File: src/rtl/serial_alu_v2.sv
// rtl/serial_alu_v2.sv - bit-serial ALU (add/sub/logic/shift/mul) sequenced by an IDLE-RUN-DONE FSM
// Optional macro ALU_ASR_EN turns opcode 110 into an arithmetic right shift.
module serial_alu_v2 #(
  parameter int N = 4
) (
  input  logic         clk,
  input  logic         rst,
  input  logic         inp,
  input  logic [2:0]   opcode,
  input  logic [N-1:0] a,
  input  logic [N-1:0] b,
  output logic         busy,
  output logic         done,
  output logic [N-1:0] y,
  output logic [N-1:0] y_ext,
  output logic         ovf
);
  localparam int CW = $clog2(N + 1);
  localparam int SW = $clog2(N);

  localparam logic [2:0] OP_ADD = 3'b000;
  localparam logic [2:0] OP_SUB = 3'b001;
  localparam logic [2:0] OP_AND = 3'b010;
  localparam logic [2:0] OP_OR  = 3'b011;
  localparam logic [2:0] OP_NOT = 3'b100;
  localparam logic [2:0] OP_SHL = 3'b101;
  localparam logic [2:0] OP_SHR = 3'b110;
  localparam logic [2:0] OP_MUL = 3'b111;

  typedef enum logic [1:0] {S_IDLE, S_RUN, S_DONE} state_t;

  state_t        state_q;
  logic [2:0]    op_q;
  logic [N-1:0]  a_q, b_q, y_q, y_ext_q;
  logic [CW-1:0] cnt_q;
  logic          carry_q, ovf_q, busy_q, done_q, s_zero_q;

  logic [CW-1:0] cnt_load_d;
  logic [SW-1:0] s_amt_d;
  logic          b_bit_d;
  logic [1:0]    add_sum_d;
  logic [N:0]    mul_sum_d;
  logic [N-1:0]  shr_d;
  logic          last_d;

  always_comb begin
    s_amt_d = b[SW-1:0];
    case (opcode)
      OP_ADD, OP_SUB, OP_MUL: cnt_load_d = CW'(N);
      OP_SHL, OP_SHR:         cnt_load_d = (s_amt_d == '0) ? CW'(1) : CW'(s_amt_d);
      default:                cnt_load_d = CW'(1);
    endcase
    // Subtraction runs as a + ~b + 1: the +1 is the carry seeded at start.
    b_bit_d   = (op_q == OP_SUB) ? ~b_q[0] : b_q[0];
    add_sum_d = {1'b0, a_q[0]} + {1'b0, b_bit_d} + {1'b0, carry_q};
    mul_sum_d = {1'b0, y_ext_q} + (b_q[0] ? {1'b0, a_q} : {(N + 1){1'b0}});
`ifdef ALU_ASR_EN
    // The sign bit never changes under ASR, so a_q[N-1] remains the original a[N-1].
    shr_d = {a_q[N-1], a_q[N-1:1]};
`else
    shr_d = {1'b0, a_q[N-1:1]};
`endif
    last_d = (cnt_q == CW'(1));
  end

  always_ff @(posedge clk) begin
    if (rst) begin
      state_q  <= S_IDLE;
      op_q     <= '0;
      a_q      <= '0;
      b_q      <= '0;
      y_q      <= '0;
      y_ext_q  <= '0;
      cnt_q    <= '0;
      carry_q  <= 1'b0;
      ovf_q    <= 1'b0;
      busy_q   <= 1'b0;
      done_q   <= 1'b0;
      s_zero_q <= 1'b0;
    end else begin
      case (state_q)
        S_IDLE: begin
          if (inp) begin
            op_q     <= opcode;
            a_q      <= a;
            b_q      <= b;
            y_q      <= '0;
            y_ext_q  <= '0;
            ovf_q    <= 1'b0;
            carry_q  <= (opcode == OP_SUB);
            s_zero_q <= (s_amt_d == '0);
            cnt_q    <= cnt_load_d;
            busy_q   <= 1'b1;
            state_q  <= S_RUN;
          end
        end
        S_RUN: begin
          if (cnt_q != '0) cnt_q <= cnt_q - CW'(1);
          case (op_q)
            OP_ADD, OP_SUB: begin
              a_q     <= a_q >> 1;
              b_q     <= b_q >> 1;
              carry_q <= add_sum_d[1];
              y_q     <= {add_sum_d[0], y_q[N-1:1]};
              if (last_d) ovf_q <= (op_q == OP_SUB) ? ~add_sum_d[1] : add_sum_d[1];
            end
            OP_AND: y_q <= a_q & b_q;
            OP_OR:  y_q <= a_q | b_q;
            OP_NOT: y_q <= ~a_q;
            OP_SHL: begin
              if (s_zero_q) begin
                y_q <= a_q;
              end else begin
                a_q <= {a_q[N-2:0], 1'b0};
                y_q <= {a_q[N-2:0], 1'b0};
              end
            end
            OP_SHR: begin
              if (s_zero_q) begin
                y_q <= a_q;
              end else begin
                a_q <= shr_d;
                y_q <= shr_d;
              end
            end
            OP_MUL: begin
              y_ext_q <= mul_sum_d[N:1];
              y_q     <= {mul_sum_d[0], y_q[N-1:1]};
              b_q     <= b_q >> 1;
            end
          endcase
          if (last_d) begin
            done_q  <= 1'b1;
            state_q <= S_DONE;
          end
        end
        S_DONE: begin
          done_q  <= 1'b0;
          busy_q  <= 1'b0;
          state_q <= S_IDLE;
        end
        default: state_q <= S_IDLE;
      endcase
    end
  end

  assign busy  = busy_q;
  assign done  = done_q;
  assign y     = y_q;
  assign y_ext = y_ext_q;
  assign ovf   = ovf_q;

endmodule

File: config.mk
export PLATFORM = sky130hd
export DESIGN_NAME = serial_alu_v2
export DESIGN_NICKNAME = d
export VERILOG_FILES = /design/src/rtl/serial_alu_v2.sv
export SDC_FILE = /design/constraint.sdc
export NUM_CORES = 1
export LEC_CHECK = 0
export ABC_AREA = 1
export ABC_CLOCK_PERIOD_IN_PS = 3200
export BUFFER_PORTS_ARGS = -buffer_cell sky130_fd_sc_hd__clkbuf_2
export CORE_AREA = 2 2 100 64
export CTS_BUF_LIST = sky130_fd_sc_hd__clkbuf_2
export CTS_CLUSTER_SIZE = 24
export DETAILED_ROUTE_END_ITERATION = 16
export DIE_AREA = 0 0 102 66
export GPL_ROUTABILITY_DRIVEN = 0
export PLACE_DENSITY = 0.49
export SLEW_MARGIN = 25
export SYNTH_ARGS = -nofsm -noshare
export SYNTH_HDL_FRONTEND = slang
export SYNTH_SLANG_ARGS = --single-unit
File: constraint.sdc
create_clock -name clk -period 3.2 [get_ports clk]
set_input_delay 0.64 -clock clk [delete_from_list [all_inputs] [get_ports clk]]
set_output_delay 0.64 -clock clk [all_outputs]
set_load 0.1 [all_outputs]
==> results of run 1 <==
## path summary, 6_finish.rpt
| kind | cells after the start | slack, ns | from | to |
|---|---|---|---|---|
| max | 10 | 1.19 | op_q[2] | y[3] |
| min | 2 | 0.47 | ovf | ovf |
| max reg2reg | 10 | 1.19 | op_q[2] | y[3] |
| min reg2reg | 2 | 0.47 | ovf | ovf |
## registers in the layout, indices dropped and copies added, names as in the netlist
name	cells
carry_q	1
b_q	4
ovf	1
op_q	3
busy	1
y_ext	4
a_q	4
s_zero_q	1
state_q	2
done	1
cnt_q	3
y	4
## synth_stat cells, types with 2 or more instances
| cell type | count |
|---|---|
| nor2_4 | 2 |
| a21oi_2 | 2 |
| dfxtp_1 | 29 |
| a21oi_1 | 29 |
| a22oi_1 | 2 |
| nand3_1 | 19 |
| nand3b_1 | 2 |
| inv_1 | 30 |
| a211oi_2 | 2 |
| nor2_1 | 26 |
| nor2_2 | 2 |
| ha_1 | 7 |
| inv_2 | 2 |
| buf_2 | 2 |
| xor2_1 | 2 |
| nor3_2 | 2 |
| nand3_2 | 4 |
| o21ai_0 | 9 |
| fa_1 | 2 |
| nand2_4 | 6 |
| buf_4 | 2 |
| nand2_2 | 4 |
| inv_4 | 4 |
| o21ai_1 | 16 |
| buf_6 | 4 |
| nand4_1 | 3 |
| nand2_8 | 2 |
| nand2_1 | 57 |
## cell usage in the layout (no fill, tap or decap), drive strengths merged
cell	synthesis	layout
or2	1	1
fa	2	2
nor3	3	3
a21oi	31	31
dfxtp	29	29
clkbuf	1	30
nand3	24	24
bufinv	0	1
ha	7	7
a31oi	1	1
a211oi	2	2
nand4	3	3
o22ai	1	1
o21ai	26	26
o211ai	2	2
nor2	30	30
inv	36	36
xnor2	1	1
nand3b	2	2
clkinv	2	3
nand2	69	69
a22oi	2	2
xor2	2	2
## worst max-delay path, stage by stage, from the launching register on
cell,delay (ns)
dfxtp_1,0.63
inv_4,0.10
nand2_4,0.12
inv_1,0.07
nand2_2,0.08
xor2_1,0.19
fa_1,0.43
nor2_1,0.11
nor2_1,0.04
nand2_1,0.07
a21oi_1,0.05
## per-layer routing
| metal | up-vias | part of all wire | track usage |
|---|---|---|---|
| met5 | - | 0 | 0 |
| met1 | 823 | 0.58 | 0.271 |
| met4 | 0 | 0.0064 | 0.0450 |
| met2 | 37 | 0.37 | 0.216 |
| li1 | 981 | - | - |
| met3 | 4 | 0.043 | 0.0349 |
## logic make-up after synthesis
family / share of synthesized area
flip-flops: 0.286
AO/OA/AOI/OAI: 0.182
buffers and inverters: 0.112
AND/OR/NAND/NOR: 0.344
XOR/XNOR: 0.0130
adder cells (fa/ha/maj): 0.0629
## through the flow
stage	area, sq um	setup WS [ns]	power, W	instances
finish	2240	1.19	0.00105	392
CTS	2240	1.20	0.00106	392
global route	2240	1.03	0.00113	392
detailed placement	2180	1.24	0.000784	384
global placement	2180	1.28	0.000788	384
floorplan	2030	1.10	0.000719	285
## final cells by class
class | instances | area [sq um] | area share
multi-input cells | 209 | 1220 | 0.544
clock inverters | 2 | 33.8 | 0.0151
repair buffers | 24 | 120 | 0.0535
well taps | 84 | 105 | 0.0468
clock buffers | 6 | 30.0 | 0.0134
inverters | 38 | 154 | 0.0686
flip-flops and latches | 29 | 581 | 0.259
## report_power, final
group / internal, W / switching [W]
Sequential: 0.000396 / 0.0000547
Combinational: 0.000101 / 0.000228
Clock: 0.000133 / 0.000137
Total: 0.000630 / 0.000420
==> results.sh, run 1 <==
export IMPL_status="completed"
export IMPL_netlist_top_cells_area="dfxtp_1 29%, nand2_1 11%, a21oi_1 7.2%"
export IMPL_antenna_found_initial=0
export IMPL_max_freq_mhz=498
export IMPL_rsz0062_at_grt="false"
export IMPL_htree_num_levels=2
export IMPL_clock_latency_ns=0.37
export IMPL_startpoint_type="register"
export IMPL_port_buffers=24
export IMPL_grt_usage=0.168
export IMPL_numClockSinks=29
export IMPL_routed_wl_mm=5.20
export IMPL_first_pass_iters=4
export IMPL_synthFlopType="dfxtp_1"
export IMPL_netlist_area_leader_share=0.286
export IMPL_fillers=654
export IMPL_io_pin_count=25
export IMPL_post_route_util=0.384
export IMPL_clockBufferDepth=2
export IMPL_setup_viol=0
export IMPL_p_leak_nw=1.03
export IMPL_tritoncts="done"
export IMPL_path_clk_slew_ns=0.17
export IMPL_slew_violations=0
export IMPL_drt_iter0_drc=120
export IMPL_die_h_um=66
export IMPL_fin_nets=330
export IMPL_synth_nets=308
export IMPL_start_util=0.348
export IMPL_antenna_left=0
export IMPL_netlist_instances=285
export IMPL_drc_errors=0
export IMPL_n_antenna_cell=0
export IMPL_ys_types=40
export IMPL_max_slew_margin_rel=0.639
export IMPL_vias=1845
export IMPL_hold_path_class="reg -> reg"
export IMPL_worst_pin_slew_ns=0.544
export IMPL_async_flop_share=0
export IMPL_crit_fanout=8
export IMPL_finalSetupTns_ns=0
export IMPL_wl_per_cell_um=13.3
export IMPL_cellPowerDensity_nw_per_um2=468
export IMPL_grt_pass1_vias=1625
export IMPL_ys_seq_area_frac=0.286
export IMPL_viasPerCell=4.71
export IMPL_hold_viol_final=0
export IMPL_synth_seq_cells=29
export IMPL_cts_resized=0
export IMPL_root_buffer="clkbuf_2"
export IMPL_grt_pass1_wl_mm=8.54
export IMPL_grt_max_degree=23
export IMPL_rows=22
export IMPL_die_x_um=102
export IMPL_period_needed_ns=2.01
export IMPL_criticalPathCategory="reg -> reg"
export IMPL_synth_top_cell_by_area="dfxtp_1"
export IMPL_ys_warnings_count=0
export IMPL_fin_hold_ws_ns=0.474
export IMPL_finalCritPeriodShare=0.628
export IMPL_grt_ovfl_total=0
export IMPL_cap_violations=0
export IMPL_irDropWorstVdd_v=0.000169
export IMPL_end_kind="register"
export IMPL_numCtsBuffers=5
export IMPL_clock_skew_ns=0.0198
export IMPL_postCtsHoldBufs=0
export IMPL_synth_edf_count=0
export IMPL_hpwl_mm=3.99
export IMPL_dieArea_sq_um=6730
export IMPL_coreArea_sq_um=5840
export IMPL_cp_required_ns=3.45
export IMPL_syn_to_final_growth_pct=10.6
export IMPL_synth_area_sq_um=2030
export IMPL_worst_ep_arrival_time_ns=2.26
export IMPL_syn_avg_cell_area_sq_um=7.12
export IMPL_drive_gt1_frac=0.221
export IMPL_post_cts_buffers=0
No activity file was read; power rests on OpenSTA's default activity.
==> run 2, diff against run 1 <==
--- a/config.mk
+++ b/config.mk
@@ -6,7 +6,7 @@
 export NUM_CORES = 1
 export LEC_CHECK = 0
 export ABC_AREA = 1
-export ABC_CLOCK_PERIOD_IN_PS = 3200
+export ABC_CLOCK_PERIOD_IN_PS = 1800
 export BUFFER_PORTS_ARGS = -buffer_cell sky130_fd_sc_hd__clkbuf_2
 export CORE_AREA = 2 2 100 64
 export CTS_BUF_LIST = sky130_fd_sc_hd__clkbuf_2
@@ -14,7 +14,7 @@
 export DETAILED_ROUTE_END_ITERATION = 16
 export DIE_AREA = 0 0 102 66
 export GPL_ROUTABILITY_DRIVEN = 0
-export PLACE_DENSITY = 0.49
+export PLACE_DENSITY = 0.51
 export SLEW_MARGIN = 25
 export SYNTH_ARGS = -nofsm -noshare
 export SYNTH_HDL_FRONTEND = slang
==> constraint.sdc (replaced) <==
create_clock -name clk -period 1.8 [get_ports clk]
set_input_delay 0.36 -clock clk [delete_from_list [all_inputs] [get_ports clk]]
set_output_delay 0.36 -clock clk [all_outputs]
set_load 0.1 [all_outputs]
==> run 2 against run 1 <==
  * Sequential share of layout area shrank 0.56 points
  * Final cell count rose by 2.3%
  * Sequential power grew 70%
  * Utilization rose by 1.4 points
  * Critical endpoint unchanged
==> results.sh, run 2 (synthesis gave the netlist of run 1 again) <==
export IMPL_status="completed"
export IMPL_final_common_cell="nand2_1"
export IMPL_antenna_left=0
export IMPL_routed_wl_mm=5.28
export IMPL_first_pass_iters=4
export IMPL_path_cells="inv_4, nand2_4, inv_2, nand2_2, xor2_1, fa_1, nor2_1, nor2_1, nand2_1, a21oi_1"
export IMPL_clock_latency_ns=0.37
export IMPL_max_freq_mhz=600
export IMPL_grt_max_degree=23
export IMPL_period_needed_ns=1.67
export IMPL_hold_path_class="in -> reg"
export IMPL_drive_gt1_frac=0.271
export IMPL_layout_common_cells="57 x nand2_1, 29 x a21oi_1, 29 x clkbuf_2"
export IMPL_syn_to_final_growth_pct=14.5
export IMPL_die_h_um=66
export IMPL_dpl_cell_count=394
export IMPL_slowest_delay_ns=0.48
export IMPL_clock_skew_ns=0.0270
export IMPL_stdcell_area_sq_um=2320
export IMPL_grt_pass1_wl_mm=8.91
export IMPL_die_x_um=102
export IMPL_clockBufferDepth=2
export IMPL_hpwl_mm=4.25
export IMPL_path_clk_slew_ns=0.17
export IMPL_post_route_util=0.398
export IMPL_worst_ep_arrival_time_ns=1.96
export IMPL_end_kind="register"
export IMPL_cp_required_ns=2.09
export IMPL_antenna_found_initial=0
export IMPL_setup_viol=0
export IMPL_dieArea_sq_um=6730
export IMPL_hold_viol_final=0
export IMPL_cpLargestDelayFamily="adder cells"
export IMPL_grt_usage=0.175
export IMPL_grt_ovfl_total=0
export IMPL_p_total_w=0.00190
export IMPL_numCtsBuffers=5
export IMPL_criticalPathCategory="reg -> reg"
export IMPL_io_pin_count=25
export IMPL_viasPerCell=4.66
export IMPL_p_leak_nw=1.08
export IMPL_startpoint_type="register"
export IMPL_rows=22
export IMPL_numClockSinks=29
export IMPL_start_util=0.348
export IMPL_finalSetupTns_ns=0
export IMPL_fin_nets=340
export IMPL_tritoncts="done"
export IMPL_worst_pin_slew_ns=0.541
export IMPL_cpMostUsedCell="nor2_1"
export IMPL_wl_per_cell_um=13.2
export IMPL_irDropWorstVdd_v=0.000354
export IMPL_grt_pass1_vias=1773
export IMPL_root_buffer="clkbuf_2"
export IMPL_htree_num_levels=2
export IMPL_finalNonFillerCells=401
export IMPL_drc_errors=0
export IMPL_vias=1868
export IMPL_crit_buf_inv=2
export IMPL_n_antenna_cell=0
export IMPL_cap_violations=0
export IMPL_slew_violations=0
export IMPL_dpl_cell_area_sq_um=2260
export IMPL_coreArea_sq_um=5840
export IMPL_worst_path_max_delay_cell="fa_1"
export IMPL_port_buffers=24
export IMPL_max_slew_margin_rel=0.641
export IMPL_crit_fanout=6
export IMPL_finalCritPeriodShare=0.925
export IMPL_rsz0062_at_grt="false"
export IMPL_cellPowerDensity_nw_per_um2=817
export IMPL_drt_iter0_drc=143
## run 2: changes by cell type in the layout (fill, tap and decap cells not counted)
cell      previous run  this run
buf_4                0        10
clkbuf_2            30        29
clkinv_1             2         1
clkinv_2             1         2
dfxtp_1             29        23
dfxtp_2              0         6
inv_1               30        28
inv_2                2         4
## run 2: final cells by class
class / count / area (sq um)
clock inverter: 2 / 35.0
timing repair buffer: 34 / 195
inverter: 38 / 154
fill: 656 / 3510
tap: 84 / 105
sequential: 29 / 588
clock buffer: 5 / 25.0
multi-input combinational: 209 / 1220
## run 2: what timing repair did
item,CTS,global route
endpoints found under the hold margin,0,0
buffers inserted,0,0
endpoints found under the setup margin,0,3
gates resized for setup,0,5
hold buffers,0,0
## run 2: tightest hold or removal path: stages
cell and delay [ns]:
clkbuf_2 0.08, a21oi_1 0.14, a211oi_2 0.04
## run 2: stage by stage
step | worst slack (ns) | hold slack [ns]
after global placement | 0.165 | 0.458
after floorplan | 0.00531 | 0.426
final | 0.135 | 0.276
after global routing | 0.0140 | 0.271
after detailed placement | 0.133 | 0.460
after CTS | 0.0914 | 0.262
## run 2: path summary, 6_finish.rpt
| path | startpoint | endpoint | slack, ns | cells past startpoint |
|---|---|---|---|---|
| max | op_q[1] | y[3] | 0.13 | 10 |
| min | b[3] | b_q[3] | 0.28 | 3 |
| min reg2reg | ovf | ovf | 0.48 | 2 |
| max reg2reg | op_q[1] | y[3] | 0.13 | 10 |
## run 2: per-layer routing
| metal | up-vias | part of all wire | global-route usage | wire length, um |
|---|---|---|---|---|
| met5 | - | 0 | 0 | 0 |
| met4 | 0 | 0.0091 | 0.0450 | 48 |
| met3 | 5 | 0.059 | 0.0550 | 314 |
| met2 | 37 | 0.37 | 0.234 | 1950 |
| met1 | 825 | 0.56 | 0.264 | 2970 |
| li1 | 1001 | - | - | - |
## run 2: report_power, final
group / total (W) / switching (W) / internal [W]
Combinational: 0.000660 / 0.000450 / 0.000211
Clock: 0.000469 / 0.000243 / 0.000226
Sequential: 0.000768 / 0.0000624 / 0.000706
Total: 0.00190 / 0.000755 / 0.00114
==> run 3, diff against run 2 <==
--- a/config.mk
+++ b/config.mk
@@ -5,16 +5,15 @@
 export SDC_FILE = /design/constraint.sdc
 export NUM_CORES = 1
 export LEC_CHECK = 0
-export ABC_AREA = 1
 export ABC_CLOCK_PERIOD_IN_PS = 1800
 export BUFFER_PORTS_ARGS = -buffer_cell sky130_fd_sc_hd__clkbuf_2
-export CORE_AREA = 2 2 100 64
+export CORE_AREA = 2 2 97 62
 export CTS_BUF_LIST = sky130_fd_sc_hd__clkbuf_2
 export CTS_CLUSTER_SIZE = 24
 export DETAILED_ROUTE_END_ITERATION = 16
-export DIE_AREA = 0 0 102 66
+export DIE_AREA = 0 0 99 64
 export GPL_ROUTABILITY_DRIVEN = 0
-export PLACE_DENSITY = 0.51
+export GPL_TIMING_DRIVEN = 0
 export SLEW_MARGIN = 25
 export SYNTH_ARGS = -nofsm -noshare
 export SYNTH_HDL_FRONTEND = slang
==> run 3 against run 2 <==
  * The flow now finishes with violations (setup timing)
  * Sequential share of layout area grew 0.37 points
  * Wire length grew 12%
  * Register-to-register slack lost 0.14 ns
  * Final cell count shrank 13%
  * Hold slack lost 0.077 ns
  * Global-route usage grew 1.2 points
  * First-iteration DRC count grew 22%
  * Largest cell class unchanged
  * Highest routed layer unchanged
==> results.sh, run 3 <==
export IMPL_finalSetupTns_ns=-0.00780
export IMPL_synth_seq_cells=29
export IMPL_worst_pin_slew_ns=0.645
export IMPL_endpoint="ovf"
export IMPL_hpwl_mm=4.10
export IMPL_drive_gt1_frac=0.274
export IMPL_netlist_top_cells_area="dfxtp_1 30%, nand2_1 5.7%, a21oi_1 4.7%"
export IMPL_reg2reg_to="ovf"
export IMPL_fin_nets=303
export IMPL_rsz0062_at_grt="true"
export IMPL_netlist_area_leader_share=0.304
export IMPL_clock_skew_ns=0.00991
export IMPL_drt_iter0_drc=175
export IMPL_criticalPathCategory="reg -> reg"
export IMPL_maxUsedRoutingLayer="met4"
export IMPL_die_x_um=99
export IMPL_end_kind="register"
export IMPL_slew_violations=0
export IMPL_io_pin_count=25
export IMPL_hold_path_class="in -> reg"
export IMPL_layout_common_cells="32 x clkbuf_2, 28 x nand2_1, 20 x dfxtp_1"
export IMPL_clockBufferDepth=2
export IMPL_ys_seq_area_frac=0.304
export IMPL_max_slew_margin_rel=0.570
export IMPL_synthFlopType="dfxtp_1"
export IMPL_violations="setup timing"
export IMPL_startpoint_type="register"
export IMPL_wl_per_cell_um=16.8
export IMPL_htree_num_levels=2
export IMPL_crit_fanout=4
export IMPL_root_buffer="clkbuf_2"
export IMPL_setup_viol=1
export IMPL_final_common_cell="clkbuf_2"
export IMPL_clock_latency_ns=0.37
export IMPL_grt_max_degree=12
export IMPL_netlist_instances=243
export IMPL_max_freq_mhz=553
export IMPL_rows=21
export IMPL_fin_ws_ns=-0.00780
export IMPL_first_pass_iters=5
export IMPL_coreArea_sq_um=5390
export IMPL_start_util=0.354
export IMPL_grt_pass1_vias=1756
export IMPL_path_clk_slew_ns=0.18
export IMPL_synth_nets=266
export IMPL_grt_ovfl_total=0
export IMPL_postCtsHoldBufs=0
export IMPL_p_sw_frac=0.344
export IMPL_routed_wl_mm=5.90
export IMPL_grt_usage=0.186
export IMPL_cp_required_ns=2.10
export IMPL_seqPwrFrac=0.384
export IMPL_syn_to_final_growth_pct=24.8
export IMPL_status="finished with violations"
export IMPL_r2r_start="op_q[1]"
export IMPL_cellPowerDensity_nw_per_um2=818
export IMPL_setup_worst_path_start="op_q[1]"
export IMPL_fillers=570
export IMPL_antenna_found_initial=0
export IMPL_die_h_um=64
export IMPL_ys_types=50
export IMPL_drc_errors=0
export IMPL_synth_top_cell_by_area="dfxtp_1"
export IMPL_synth_area_sq_um=1910
export IMPL_finalCritPeriodShare=1.00
export IMPL_hold_viol_final=0
export IMPL_numCtsBuffers=5
export IMPL_numClockSinks=29
export IMPL_n_antenna_cell=0
export IMPL_routed_wl_met3_um=423
export IMPL_rrSetupSlack_ns=-0.008
export IMPL_internal_power_w=0.00128
export IMPL_ff2ff_path_depth=6
export IMPL_irDropWorstVdd_v=0.000344
export IMPL_cap_violations=0
export IMPL_dieArea_sq_um=6340
export IMPL_worst_ep_arrival_time_ns=2.11
export IMPL_viasPerCell=5.66
export IMPL_power_share_clock=0.327
export IMPL_p_total_w=0.00195
export IMPL_tritoncts="done"
export IMPL_wl_met2_mm=2.50
export IMPL_vias=1980
export IMPL_grt_pass1_wl_mm=9.22
export IMPL_synthTopCellsByCount="29 x dfxtp_1, 29 x nand2_1, 18 x a21oi_1"
export IMPL_synth_edf_count=0
export IMPL_netSwitchingPower_w=0.000670
export IMPL_port_buffers=23
export IMPL_syn_avg_cell_area_sq_um=7.85
export IMPL_p_leak_nw=0.944
export IMPL_power_share_combinational=0.289
export IMPL_async_flop_share=0
export IMPL_antenna_left=0
export IMPL_period_needed_ns=1.81
export IMPL_post_route_util=0.442
export IMPL_wl_met1_mm=2.96
export IMPL_ys_warnings_count=0
## run 3: power by group through the flow
stage | Sequential (W) | Combinational (W) | Clock, W
after floorplan | 0.000796 | 0.000310 | 0
after global placement | 0.000755 | 0.000484 | 0
after detailed placement | 0.000756 | 0.000488 | 0
after CTS | 0.000751 | 0.000500 | 0.000648
after global routing | 0.000754 | 0.000618 | 0.000677
final | 0.000747 | 0.000563 | 0.000637
## run 3: repair_timing
item,4_1_cts,5_1_grt
pin swaps,6,3
gates resized for setup,17,26
endpoints found under the setup margin,14,19
buffers inserted,6,6
## run 3: critical path, stage by stage, from the launching register on
cell     delay [ns]
dfxtp_4        0.40
nor3b_4        0.22
xor2_1         0.11
fa_2           0.35
xnor2_1        0.13
or4_1          0.40
a21oi_1        0.13
## run 3: worst min path at each step
stage	slack, ns	end	cells past startpoint	from
floorplan	0.46	b_q[3]	2	b_q[3]
global placement	0.44	done	1	done
detailed placement	0.45	done	1	done
CTS	0.19	b_q[3]	3	b[3]
global route	0.17	b_q[3]	3	b[3]
finish	0.20	b_q[3]	3	b[3]
## run 3: layout make-up
cell class / count / area (sq um) / share of cell area
multi-input combinational: 186 / 1280 / 0.540
sequential: 29 / 612 / 0.257
timing repair buffer: 35 / 205 / 0.0862
tap: 69 / 86.3 / 0.0363
clock inverter: 3 / 65.1 / 0.0273
buffer: 13 / 65.1 / 0.0273
inverter: 10 / 37.5 / 0.0158
clock buffer: 5 / 25.0 / 0.0105
## run 3: through the flow
step           cells  hold slack (ns)  cell area, sq um  setup WS [ns]
2_1_floorplan    243            0.461              1930         0.0120
3_3_place_gp     335            0.439              2130         -0.146
3_5_place_dp     335            0.446              2130         -0.182
4_1_cts          345            0.187              2280        -0.0110
5_1_grt          350            0.169              2380        -0.0408
6_report         350            0.199              2380       -0.00780
## run 3: cell families after synthesis
| group | Yosys count | share of synthesized area |
|---|---|---|
| simple gates | 91 | 0.242 |
| compound gates | 74 | 0.266 |
| flops | 29 | 0.304 |
| buf+inv | 28 | 0.0623 |
| fa+ha+maj | 12 | 0.0826 |
| xor+xnor | 7 | 0.0321 |
| mux | 2 | 0.0105 |
## run 3: layer usage
metal / vias to the layer above / global-route usage
met5: - / 0
met4: 0 / 0.0377
met3: 2 / 0.0427
met2: 67 / 0.258
met1: 950 / 0.290
li1: 961 / -
